<file path="src/rtl/key_debounce_pkg.sv">
// Shared types and constants for the key debouncer array.
// Pure declarations: no logic, no latency, no backpressure.
package key_debounce_pkg;

  typedef enum logic [1:0] {KD_IDLE, KD_PRESSED, KD_HELD} kd_state_t;

  localparam int KD_SYNC_STAGES = 2;

endpackage

</file>
<file path="src/rtl/key_debounce_ch.sv">
// One key channel: synchroniser, press/hold/release FSM and counters.
// Events registered KD_SYNC_STAGES + DEBOUNCE_MS cycles after a stable level change; no backpressure.
module key_debounce_ch
  import key_debounce_pkg::*;
#(
  parameter int DEBOUNCE_MS = 20,
  parameter int LONG_MS     = 1000
) (
  input  logic clk_1kHz,
  input  logic rst_n,
  input  logic i_key,
  output logic o_state,
  output logic o_press,
  output logic o_release,
  output logic o_long
);

  localparam int              HOLD_W    = $clog2(LONG_MS + 1);
  localparam logic [7:0]      DEB_LAST  = 8'(DEBOUNCE_MS - 1);
  localparam logic [HOLD_W-1:0] LONG_LAST = HOLD_W'(LONG_MS - 1);

  logic [KD_SYNC_STAGES-1:0] r_sync;
  kd_state_t                 r_state;
  logic [7:0]                r_deb_cnt;
  logic [HOLD_W-1:0]         r_hold_cnt;
  logic                      w_k;
  logic                      w_deb_done;

  assign w_k        = r_sync[KD_SYNC_STAGES-1];
  assign w_deb_done = (r_deb_cnt == DEB_LAST);

  // i_key is already polarity-normalised, so reset loads 0 (released)
  always_ff @(posedge clk_1kHz or negedge rst_n) begin
    if (!rst_n) begin
      r_sync <= '0;
    end else begin
      r_sync <= {r_sync[KD_SYNC_STAGES-2:0], i_key};
    end
  end

  always_ff @(posedge clk_1kHz or negedge rst_n) begin
    if (!rst_n) begin
      r_state    <= KD_IDLE;
      r_deb_cnt  <= '0;
      r_hold_cnt <= '0;
      o_state    <= 1'b0;
      o_press    <= 1'b0;
      o_release  <= 1'b0;
      o_long     <= 1'b0;
    end else begin
      o_press   <= 1'b0;
      o_release <= 1'b0;
      o_long    <= 1'b0;
      case (r_state)
        KD_IDLE: begin
          if (!w_k) begin
            r_deb_cnt <= '0;
          end else if (w_deb_done) begin
            r_state    <= KD_PRESSED;
            r_deb_cnt  <= '0;
            r_hold_cnt <= '0;
            o_press    <= 1'b1;
            o_state    <= 1'b1;
          end else if (r_deb_cnt != 8'hFF) begin
            r_deb_cnt <= r_deb_cnt + 8'd1;
          end
        end
        KD_PRESSED, KD_HELD: begin
          // Release acceptance takes priority over the long threshold
          if (!w_k && w_deb_done) begin
            r_state    <= KD_IDLE;
            r_deb_cnt  <= '0;
            r_hold_cnt <= '0;
            o_release  <= 1'b1;
            o_state    <= 1'b0;
          end else begin
            if (w_k) begin
              r_deb_cnt <= '0;
            end else if (r_deb_cnt != 8'hFF) begin
              r_deb_cnt <= r_deb_cnt + 8'd1;
            end
            // Hold timer runs through release bounces; frozen once HELD
            if (r_state == KD_PRESSED) begin
              if (r_hold_cnt == LONG_LAST) begin
                r_state <= KD_HELD;
                o_long  <= 1'b1;
              end
              if (r_hold_cnt != '1) begin
                r_hold_cnt <= r_hold_cnt + 1'b1;
              end
            end
          end
        end
        default: begin
          r_state <= KD_IDLE;
        end
      endcase
    end
  end

endmodule

</file>
<file path="src/rtl/key_debounce_array.sv">
// N independent debounced keys with press/release/long events and a registered any-pressed flag.
// Events KD_SYNC_STAGES + DEBOUNCE_MS cycles after a stable pin change, key_any one cycle later; no backpressure.
module key_debounce_array
  import key_debounce_pkg::*;
#(
  parameter int N_KEYS      = 4,
  parameter int DEBOUNCE_MS = 20,
  parameter int LONG_MS     = 1000,
  parameter int ACTIVE_LOW  = 1
) (
  input  logic              clk_1kHz,
  input  logic              rst_n,
  input  logic [N_KEYS-1:0] key_in,
  output logic [N_KEYS-1:0] key_state,
  output logic [N_KEYS-1:0] press_pulse,
  output logic [N_KEYS-1:0] release_pulse,
  output logic [N_KEYS-1:0] long_pulse,
  output logic              key_any
);

  initial begin
    if (LONG_MS <= DEBOUNCE_MS) $fatal(1, "key_debounce_array: LONG_MS must exceed DEBOUNCE_MS");
    if (N_KEYS < 1)             $fatal(1, "key_debounce_array: N_KEYS must be at least 1");
  end

  logic [N_KEYS-1:0] w_key_norm;
  logic              r_key_any;

  // Normalise so that 1 always means pressed downstream
  assign w_key_norm = (ACTIVE_LOW != 0) ? ~key_in : key_in;

  for (genvar g = 0; g < N_KEYS; g++) begin : g_ch
    key_debounce_ch #(
      .DEBOUNCE_MS(DEBOUNCE_MS),
      .LONG_MS    (LONG_MS)
    ) u_ch (
      .clk_1kHz (clk_1kHz),
      .rst_n    (rst_n),
      .i_key    (w_key_norm[g]),
      .o_state  (key_state[g]),
      .o_press  (press_pulse[g]),
      .o_release(release_pulse[g]),
      .o_long   (long_pulse[g])
    );
  end

  always_ff @(posedge clk_1kHz or negedge rst_n) begin
    if (!rst_n) begin
      r_key_any <= 1'b0;
    end else begin
      r_key_any <= |key_state;
    end
  end

  assign key_any = r_key_any;

endmodule

</file>
<file path="config.mk">
export PLATFORM = sky130hd
export DESIGN_NAME = key_debounce_array
export DESIGN_NICKNAME = d
export VERILOG_FILES = /design/src/rtl/key_debounce_pkg.sv /design/src/rtl/key_debounce_ch.sv /design/src/rtl/key_debounce_array.sv
export SDC_FILE = /design/constraint.sdc
export NUM_CORES = 1
export LEC_CHECK = 0
export ABC_AREA = 0
export BUFFER_PORTS_ARGS = -buffer_cell sky130_fd_sc_hd__buf_4
export CAP_MARGIN = 20
export CORE_MARGIN = 8
export CORE_UTILIZATION = 35
export CTS_CLUSTER_SIZE = 28
export DETAILED_ROUTE_END_ITERATION = 10
export HOLD_SLACK_MARGIN = 0.06
export PLACE_DENSITY = 0.48
export RECOVER_POWER = 25
export SYNTH_ARGS = -nofsm -noshare
export SYNTH_HDL_FRONTEND = slang
export SYNTH_SLANG_ARGS = --single-unit
</file>
<file path="constraint.sdc">
create_clock -name clk_1kHz -period 3.8 [get_ports clk_1kHz]
set_clock_uncertainty 0.2 [all_clocks]
set_input_delay 0.76 -clock clk_1kHz [delete_from_list [all_inputs] [get_ports clk_1kHz]]
set_output_delay 0.76 -clock clk_1kHz [all_outputs]
set_load 0.01 [all_outputs]
</file>
======== Yosys cells after proc, flatten, opt, wreduce, memory -nomap -nowiden ========
Index checks and enable logic that the tools add are counted.
operators by class
  $add $sub $neg .......................... 8
  eq/ne operators ......................... 48
  mux-type cells .......................... 124
  bitwise gates (word level) .............. 1
  reduce and logical (&&, ||, !) cells .... 33
operators with widths
  operator                                        number
  2-to-1 mux 10 bit                               20
  2-to-1 mux 8 bit                                20
  case mux 10 bit (2 select lines)                4
  case mux 8 bit (2 select lines)                 4
  2-to-1 mux 1 bit                                48
  adder 10 x 1 -> 10 bit (second input constant)  4
  == test 10 bit (second input constant)          4
  2-to-1 mux 2 bit                                20
  != test 10 bit (second input constant)          4
  != test 3 x 1 -> 1 bit (second input constant)  12
  adder 8 x 1 -> 8 bit (second input constant)    4
  == test 8 x 5 -> 1 bit (second input constant)  4
  != test 8 bit (second input constant)           4
  AND reduction 4 bit                             8
  != test 2 x 1 -> 1 bit (second input constant)  12
  AND reduction 5 bit                             4
  case mux 2 bit (2 select lines)                 4
  == test 2 x 1 -> 1 bit (second input constant)  4
  == test 2 bit (second input constant)           4
  zero test 2 bit                                 4
  case mux 1 bit (2 select lines)                 4
  nonzero test 2 bit                              4
  OR reduction 2 bit                              4
  logical AND 1 bit                               4
  other kinds (3)                                 6
storage, ports and cells
  flip-flop bits (word level) ............. 105
  bits of input ports ..................... 6
  output and inout bits ................... 17
  word-level logic and storage cells ...... 247

======== Logic depth before layout (Yosys ltp) ========
Gate-level depths: netlist of the first run.
  depth after elaboration ................. 5
  gate-level depth with buffers ........... 9
  depth with buffers taken out ............ 7

======== Hierarchy ========
From an unflattened synthesis of the first run, not the netlist that was laid out.
unflattened totals
  cell total of the unflattened synthesis .. 650
  area, all modules ....................... 6,003.3 µm²
by module, submodules not included
  module                              instances  cells an instance  area each (µm²)  seq. area each (µm²)
  key_debounce_ch (g_ch[0].u_ch ...)  2          159                1,505.2          650.6
  key_debounce_ch (g_ch[2].u_ch ...)  2          163                1,472.7          650.6
  key_debounce_array                  1          6                  47.5             25.0

======== Worst setup path before layout of the first run ========
No wires, ideal clock.
  path type ............................... flip-flop to flip-flop
  from .................................... reg g_ch[3].u_ch.r_deb_cnt[7]
  to ...................................... reg g_ch[3].u_ch.r_hold_cnt[3]
  setup time .............................. 77 ps
  data arrival time ....................... 2,169 ps
  data required time ...................... 3,523 ps
  setup slack ............................. 1,354 ps
  stages on the path, launching flop included .. 7
  period minus slack after synthesis ...... 2,446 ps
  cell sequence ........................... dfrtp_1 > or4_1 > buf_2 > o41ai_4 > a21oi_2 > or4_1 > a21oi_1
on the way
  cells in the longest elaborated chain, start to end .. 4
ends and longest elaborated chain
  element                                                                                   RTL line               RTL
  start, declared                                                                           key_debounce_ch.sv:24  logic [7:0] r_deb_cnt;
  start signal, assigned                                                                    key_debounce_ch.sv:65  r_deb_cnt <= r_deb_cnt + 8'd1;
  start signal, assigned                                                                    key_debounce_ch.sv:80  r_deb_cnt <= r_deb_cnt + 8'd1;
  == test 8 x 5 -> 1 bit (*)                                                                key_debounce_ch.sv:30  assign w_deb_done = (r_deb_cnt == DEB_LAST);
  logical AND 1 bit                                                                         key_debounce_ch.sv:70  if (!w_k && w_deb_done) begin
  != test 3 x 1 -> 1 bit (no line) / 2-to-1 mux 10 bit (equally long branches)              -
  AND reduction 5 bit (no line) / case mux 10 bit (2 select lines) (equally long branches)  -
  end signal, assigned                                                                      key_debounce_ch.sv:89  r_hold_cnt <= r_hold_cnt + 1'b1;
  end, declared                                                                             key_debounce_ch.sv:25  logic [HOLD_W-1:0] r_hold_cnt;
Every way passes the cells marked *; elsewhere a longest branch is shown, timed or not.
A chain may end at the register's enable or synchronous reset.

======== Final worst setup path of the first run ========
  from .................................... reg g_ch[2].u_ch.r_deb_cnt[3]
  to ...................................... reg g_ch[2].u_ch.r_hold_cnt[9]
on the way
  cells in the longest elaborated chain, start to end .. 4
ends and longest elaborated chain
  element                                                                                   RTL line
  start, declared                                                                           key_debounce_ch.sv:24
  start signal, assigned                                                                    key_debounce_ch.sv:65
  start signal, assigned                                                                    key_debounce_ch.sv:80
  == test 8 x 5 -> 1 bit (*)                                                                key_debounce_ch.sv:30
  logical AND 1 bit                                                                         key_debounce_ch.sv:70
  != test 3 x 1 -> 1 bit (no line) / 2-to-1 mux 10 bit (equally long branches)              -
  AND reduction 5 bit (no line) / case mux 10 bit (2 select lines) (equally long branches)  -
  end signal, assigned                                                                      key_debounce_ch.sv:89
  end, declared                                                                             key_debounce_ch.sv:25
Marked as above.

==> impl_metrics.json, run 1 <==
{
  "hp-class": "reg2reg",
  "finalInstanceArea_um2": 6626,
  "post-place-ws_ns": 0.9787,
  "final_max_slew_viol_count": 60,
  "status": "finished with violations",
  "yosysSeqAreaShare": 0.4338,
  "cpLargestDelayFamily": "simple AND/OR/NAND/NOR gates",
  "path_buf_inv": 0,
  "io_pins": 23,
  "yosys-top-cells-count": "105 x dfrtp_1, 54 x nand2_1, 51 x o21ai_0, 45 x nor2_1, 43 x a21oi_1",
  "drt_iter0_markers": 365,
  "dr_wl_met3_um": 279,
  "cts_resized": 0,
  "cts_tree": "done",
  "crit_top_cell": "or4_1",
  "yosysMostFrequentCell": "dfrtp_1",
  "gp_congestion": 0.8064,
  "start_kind": "register",
  "arrival_ns": 2.90,
  "synth_top_area_cell": "dfrtp_1",
  "p_leak_nw": 2.807,
  "hpwl_mm": 8.945,
  "netlist_area_um2": 6057,
  "slowest_delay_ns": 0.62,
  "cp_max_fo": 11,
  "max_slew_margin": -0.08194,
  "grt_pass1_vias": 4476,
  "yosys_warnings": 0,
  "grt_max_degree": 61,
  "final_nets": 694,
  "ys.flop_type": "dfrtp_1",
  "die_area_um2": 21770,
  "area_growth_pct": 9.399,
  "final_antenna_net_count": 0,
  "fmax_mhz": 353.6,
  "postPlaceCellArea_um2": 6364,
  "cp_slowest_cell": "o21ai_1",
  "drt-vias-per-instance": 5.446,
  "synthCells": 658,
  "tns_ns": 0,
  "yosysTopAreaCellShare": 0.4338,
  "coreArea_um2": 17120,
  "num_rows": 48,
  "clock_path_buffers": 2,
  "synthTopCellsByArea": "dfrtp_1 43%, ha_1 5.6%, o21ai_0 4.2%",
  "cp_data_required_time_ns": 3.88,
  "finalCritPeriodShare": 0.7442,
  "ctsHoldBuffers": 0,
  "cts-root-buf": "clkbuf_16",
  "synth-edff-count": 0,
  "wl_mm": 12.88,
  "syn_nets": 691,
  "rsz0062_at_grt": "false",
  "end_kind": "register",
  "setup_slack_ns": 0.9720,
  "grt_pass1_wl_mm": 22.01,
  "power_density_nw_per_um2": 560.4,
  "worstMarginPinSlew_ns": 1.623,
  "syn_avg_cell_area_um2": 9.205,
  "clock-sinks": 105,
  "wl_per_cell_um": 14.46,
  "highest_layer": "met4",
  "synthArstFlopShare": 1.000,
  "drc": 0,
  "crit_type": "reg2reg",
  "synth-seq-cells": 105,
  "met2_length_mm": 5.829,
  "hold_violations": 0,
  "vias": 4852,
  "grt_overflow": 0,
  "cts_made_buffers": 9,
  "max_cap_viol_count": 1,
  "antenna_found_initial": 0,
  "fin_crit_ns": 2.828,
  "grt.total_usage": 0.1220,
  "path_clk_slew_ns": 0.08,
  "setup-violations-final": 0,
  "initial_core_util": 0.3539,
  "worstSkewPairLatency_ns": 0.36,
  "cts_max_level": 3,
  "postCtsSetupBuffers": 0,
  "antenna_cells": 0,
  "violations": "capacitance limit, slew limit",
  "die_x_um": 147.6,
  "die_h_um": 147.6,
  "ir_drop_uv": 221.5,
  "crit_chain": "or4_1, o21ai_1, nor2_1, or4_1, a21oi_1",
  "drt-met1-wl_mm": 6.552,
  "drtPass1Iterations": 5,
  "layout-drive-gt1-share": 0.09009,
  "ys_types": 63,
  "io_buffers": 22
}
[cell usage in the layout (no fill, tap or decap), types with 15 or more instances in the layout]
cell / instances
a21oi_1: 43
dfrtp_1: 105
o31ai_1: 17
inv_1: 38
or4_1: 17
nand3_1: 35
nand2_1: 54
buf_4: 22
o21ai_0: 51
nor2_1: 45
ha_1: 27
nor3_1: 15
[power breakdown]
part / internal [W] / switching [W] / leakage (nW) / total [W]
clock network: 0.000443 / 0.000427 / 0.122 / 0.000871
registers: 0.00126 / 0.000146 / 1.39 / 0.00141
logic: 0.000560 / 0.000877 / 1.29 / 0.00144
[worst paths after layout]
path                                         endpoint                       from  slack [ns]  depth (start not counted)
setup / recovery           g_ch[2].u_ch.r_hold_cnt[9]  g_ch[2].u_ch.r_deb_cnt[3]        0.97                          5
hold / removal                 g_ch[0].u_ch.r_sync[1]     g_ch[0].u_ch.r_sync[0]        0.16                          0
setup reg to reg           g_ch[2].u_ch.r_hold_cnt[9]  g_ch[2].u_ch.r_deb_cnt[3]        0.97                          5
hold reg to reg                g_ch[0].u_ch.r_sync[1]     g_ch[0].u_ch.r_sync[0]        0.16                          0
max in group asynchronous   g_ch[3].u_ch.r_deb_cnt[1]                      rst_n        1.81                          1
min in group asynchronous         g_ch[1].u_ch.o_long                      rst_n        0.60                          1
[cells by family (layout without fill, tap and decap cells)]
group                    after synthesis  in the layout  synth area share
buffers and inverters                 74             82           0.05619
AO/OA/AOI/OAI                        182            182            0.1979
flip-flops                           105            105            0.4338
AND/OR/NAND/NOR                      254            254            0.2307
adder cells (fa/ha/maj)               27             27           0.05577
multiplexers                           7              7           0.01260
XOR/XNOR                               9              9           0.01301
[final cells by class]
class	instances	area (µm²)
Fill cell	1740	10490
Multi-Input combinational cell	479	3089
Sequential cell	105	2628
Tap cell	225	281.5
Clock buffer	11	232.7
Timing Repair Buffer	28	220.2
Inverter	38	142.6
Clock inverter	5	32.53
[worst reg2reg max path, delay by kind of cell (launching register included)]
kind | cells | cell delay (ns)
and+or+nand+nor | 3 | 1.34
AOI/OAI and AO/OA | 2 | 0.77
DFF | 1 | 0.45
[metal layers]
layer,vias up,track usage
met3,13,0.02079
met1,2367,0.1659
met5,-,0
li1,2424,-
met2,48,0.1869
met4,0,0.05354
[per-stage QoR]
step / instances / hold WS [ns] / total power, W / utilization
5_1_grt: 891 / 0.1719 / 0.004003 / 0.3871
6_report: 891 / 0.1579 / 0.003714 / 0.3871
3_3_place_gp: 875 / 0.1332 / 0.002829 / 0.3718
2_1_floorplan: 658 / 0.1312 / 0.002484 / -
4_1_cts: 891 / 0.1607 / 0.003763 / 0.3873
3_5_place_dp: 875 / 0.1426 / 0.002868 / 0.3718
[flip-flops by register name, summed over array words and instances, names as in the netlist]
| register | cells |
|---|---|
| g_ch.u_ch.o_state | 4 |
| g_ch.u_ch.r_hold_cnt | 40 |
| g_ch.u_ch.o_press | 4 |
| g_ch.u_ch.r_state | 8 |
| g_ch.u_ch.r_sync | 8 |
| g_ch.u_ch.o_long | 4 |
| g_ch.u_ch.r_deb_cnt | 32 |
| key_any | 1 |
| g_ch.u_ch.o_release | 4 |
(Power assumes the default switching activity.)
==> inputs of run 2 (changes only) <==
==> constraint.sdc (replaced) <==
create_clock -name clk_1kHz -period 2.9 [get_ports clk_1kHz]
set_clock_uncertainty 0.2 [all_clocks]
set_input_delay 0.58 -clock clk_1kHz [delete_from_list [all_inputs] [get_ports clk_1kHz]]
set_output_delay 0.58 -clock clk_1kHz [all_outputs]
set_load 0.01 [all_outputs]
==> impl_metrics.json, run 2 (same netlist as run 1, synthesis figures left out) <==
{
  "final_cell_mix": "105 x dfrtp_1, 54 x nand2_1, 51 x o21ai_0, 45 x nor2_1, 43 x a21oi_1",
  "cts_tree": "done",
  "cp_slowest_cell": "or4_1",
  "setup-violations-final": 0,
  "power_density_nw_per_um2": 743.1,
  "drt-vias-per-instance": 5.370,
  "mostFrequentLayoutCell": "dfrtp_1",
  "grt_pass1_wl_mm": 22.43,
  "postPlaceCellArea_um2": 6416,
  "postCtsSetupBuffers": 0,
  "fin_util": 0.3895,
  "largestRegisters": "g_ch.u_ch.r_hold_cnt (40), g_ch.u_ch.r_deb_cnt (32)",
  "max_slew_margin": 0.3357,
  "slowest_delay_ns": 0.68,
  "largest_register": "g_ch.u_ch.r_hold_cnt",
  "hold_slack_ns": 0.1515,
  "end_kind": "register",
  "cts_max_level": 3,
  "drtPass1Iterations": 5,
  "path_clk_slew_ns": 0.07,
  "crit_chain": "or4_1, o41ai_4, a21oi_2, or4_1, a21oi_1",
  "area_growth_pct": 10.08,
  "ir_drop_uv": 352.0,
  "grt_overflow": 0,
  "cts-root-buf": "clkbuf_16",
  "finalInstanceArea_um2": 6668,
  "gp_congestion": 0.8062,
  "final_antenna_net_count": 0,
  "io_pins": 23,
  "antenna_found_initial": 0,
  "vias": 4822,
  "worstMarginPinSlew_ns": 0.9965,
  "layout-drive-gt1-share": 0.08767,
  "finalCritPeriodShare": 0.9455,
  "hpwl_mm": 9.042,
  "post-place-ws_ns": 0.1862,
  "final_nets": 702,
  "crit_type": "reg2reg",
  "antenna_cells": 0,
  "hp-class": "reg2reg",
  "die_h_um": 147.6,
  "max_cap_viol_count": 0,
  "arrival_ns": 2.83,
  "cts_made_buffers": 9,
  "wl_per_cell_um": 14.53,
  "wl_mm": 13.05,
  "p_leak_nw": 2.824,
  "clock-sinks": 105,
  "die_x_um": 147.6,
  "hold_violations": 0,
  "grt_pass1_vias": 4596,
  "start_kind": "register",
  "cp_data_required_time_ns": 2.99,
  "grt_max_degree": 47,
  "largest_register_ffs": 40,
  "fmax_mhz": 364.7,
  "grt.total_usage": 0.1232,
  "status": "finished, final reports clean",
  "drt_iter0_markers": 263,
  "cpLargestDelayFamily": "simple AND/OR/NAND/NOR gates",
  "io_buffers": 22,
  "clock_path_buffers": 2,
  "crit_top_cell": "or4_1",
  "num_rows": 48,
  "path_buf_inv": 0,
  "cp_max_fo": 19,
  "tns_ns": 0,
  "fin_crit_ns": 2.742,
  "die_area_um2": 21770,
  "drc": 0,
  "coreArea_um2": 17120,
  "setup_slack_ns": 0.1581,
  "initial_core_util": 0.3539,
  "rsz0062_at_grt": "false",
  "worstSkewPairLatency_ns": 0.36,
  "final_max_slew_viol_count": 0
}
-- run 2: cell types whose count changed in the layout (fill, tap and decap cells not counted), sizes merged --
cell,delta
dlygate4sd3,+1
inv,+2
clkbuf,+8
buf,-2
clkinvlp,-2
-- run 2: routing by layer --
layer / global-route usage / wire length, µm
met3: 0.02660 / 354
met1: 0.1636 / 6506
met5: 0 / 0
met4: 0.04284 / 180
met2: 0.1945 / 6008
-- run 2: cell type report --
cell class / count / area (µm²)
Clock inverter: 5 / 38.79
Fill cell: 1707 / 10450
Clock buffer: 10 / 239.0
Sequential cell: 105 / 2628
Inverter: 38 / 142.6
Multi-Input combinational cell: 479 / 3089
Timing Repair Buffer: 36 / 249.0
Tap cell: 225 / 281.5
-- run 2: final timing paths --
path,start,to,slack [ns],cells past startpoint
setup / recovery,g_ch[3].u_ch.r_deb_cnt[6],g_ch[3].u_ch.r_hold_cnt[3],0.16,5
hold / removal,g_ch[1].u_ch.r_sync[0],g_ch[1].u_ch.r_sync[1],0.15,0
setup reg to reg,g_ch[3].u_ch.r_deb_cnt[6],g_ch[3].u_ch.r_hold_cnt[3],0.16,5
hold reg to reg,g_ch[1].u_ch.r_sync[0],g_ch[1].u_ch.r_sync[1],0.15,0
max in group asynchronous,rst_n,g_ch[2].u_ch.r_hold_cnt[7],0.87,3
min in group asynchronous,rst_n,g_ch[1].u_ch.r_hold_cnt[8],0.72,2
-- run 2: per-stage QoR --
stage | total power, W | std cells
floorplan | 0.003255 | 658
detailed placement | 0.003791 | 882
finish | 0.004955 | 898
global route | 0.005360 | 898
global placement | 0.003744 | 882
CTS | 0.005012 | 898
-- run 2: power by group --
| group | total (W) | switching (W) | leakage, nW | internal (W) |
|---|---|---|---|---|
| sequential | 0.00184 | 0.000191 | 1.39 | 0.00165 |
| clock | 0.00119 | 0.000581 | 0.135 | 0.000608 |
| combinational | 0.00192 | 0.00115 | 1.29 | 0.000770 |
| total | 0.00496 | 0.00193 | 2.82 | 0.00303 |
-- run 2: timing repair --
| item | in CTS | in global routing |
|---|---|---|
| endpoints found under the hold margin | 35 | 0 |
| resized for setup | 0 | 0 |
| hold buffers | 1 | 0 |
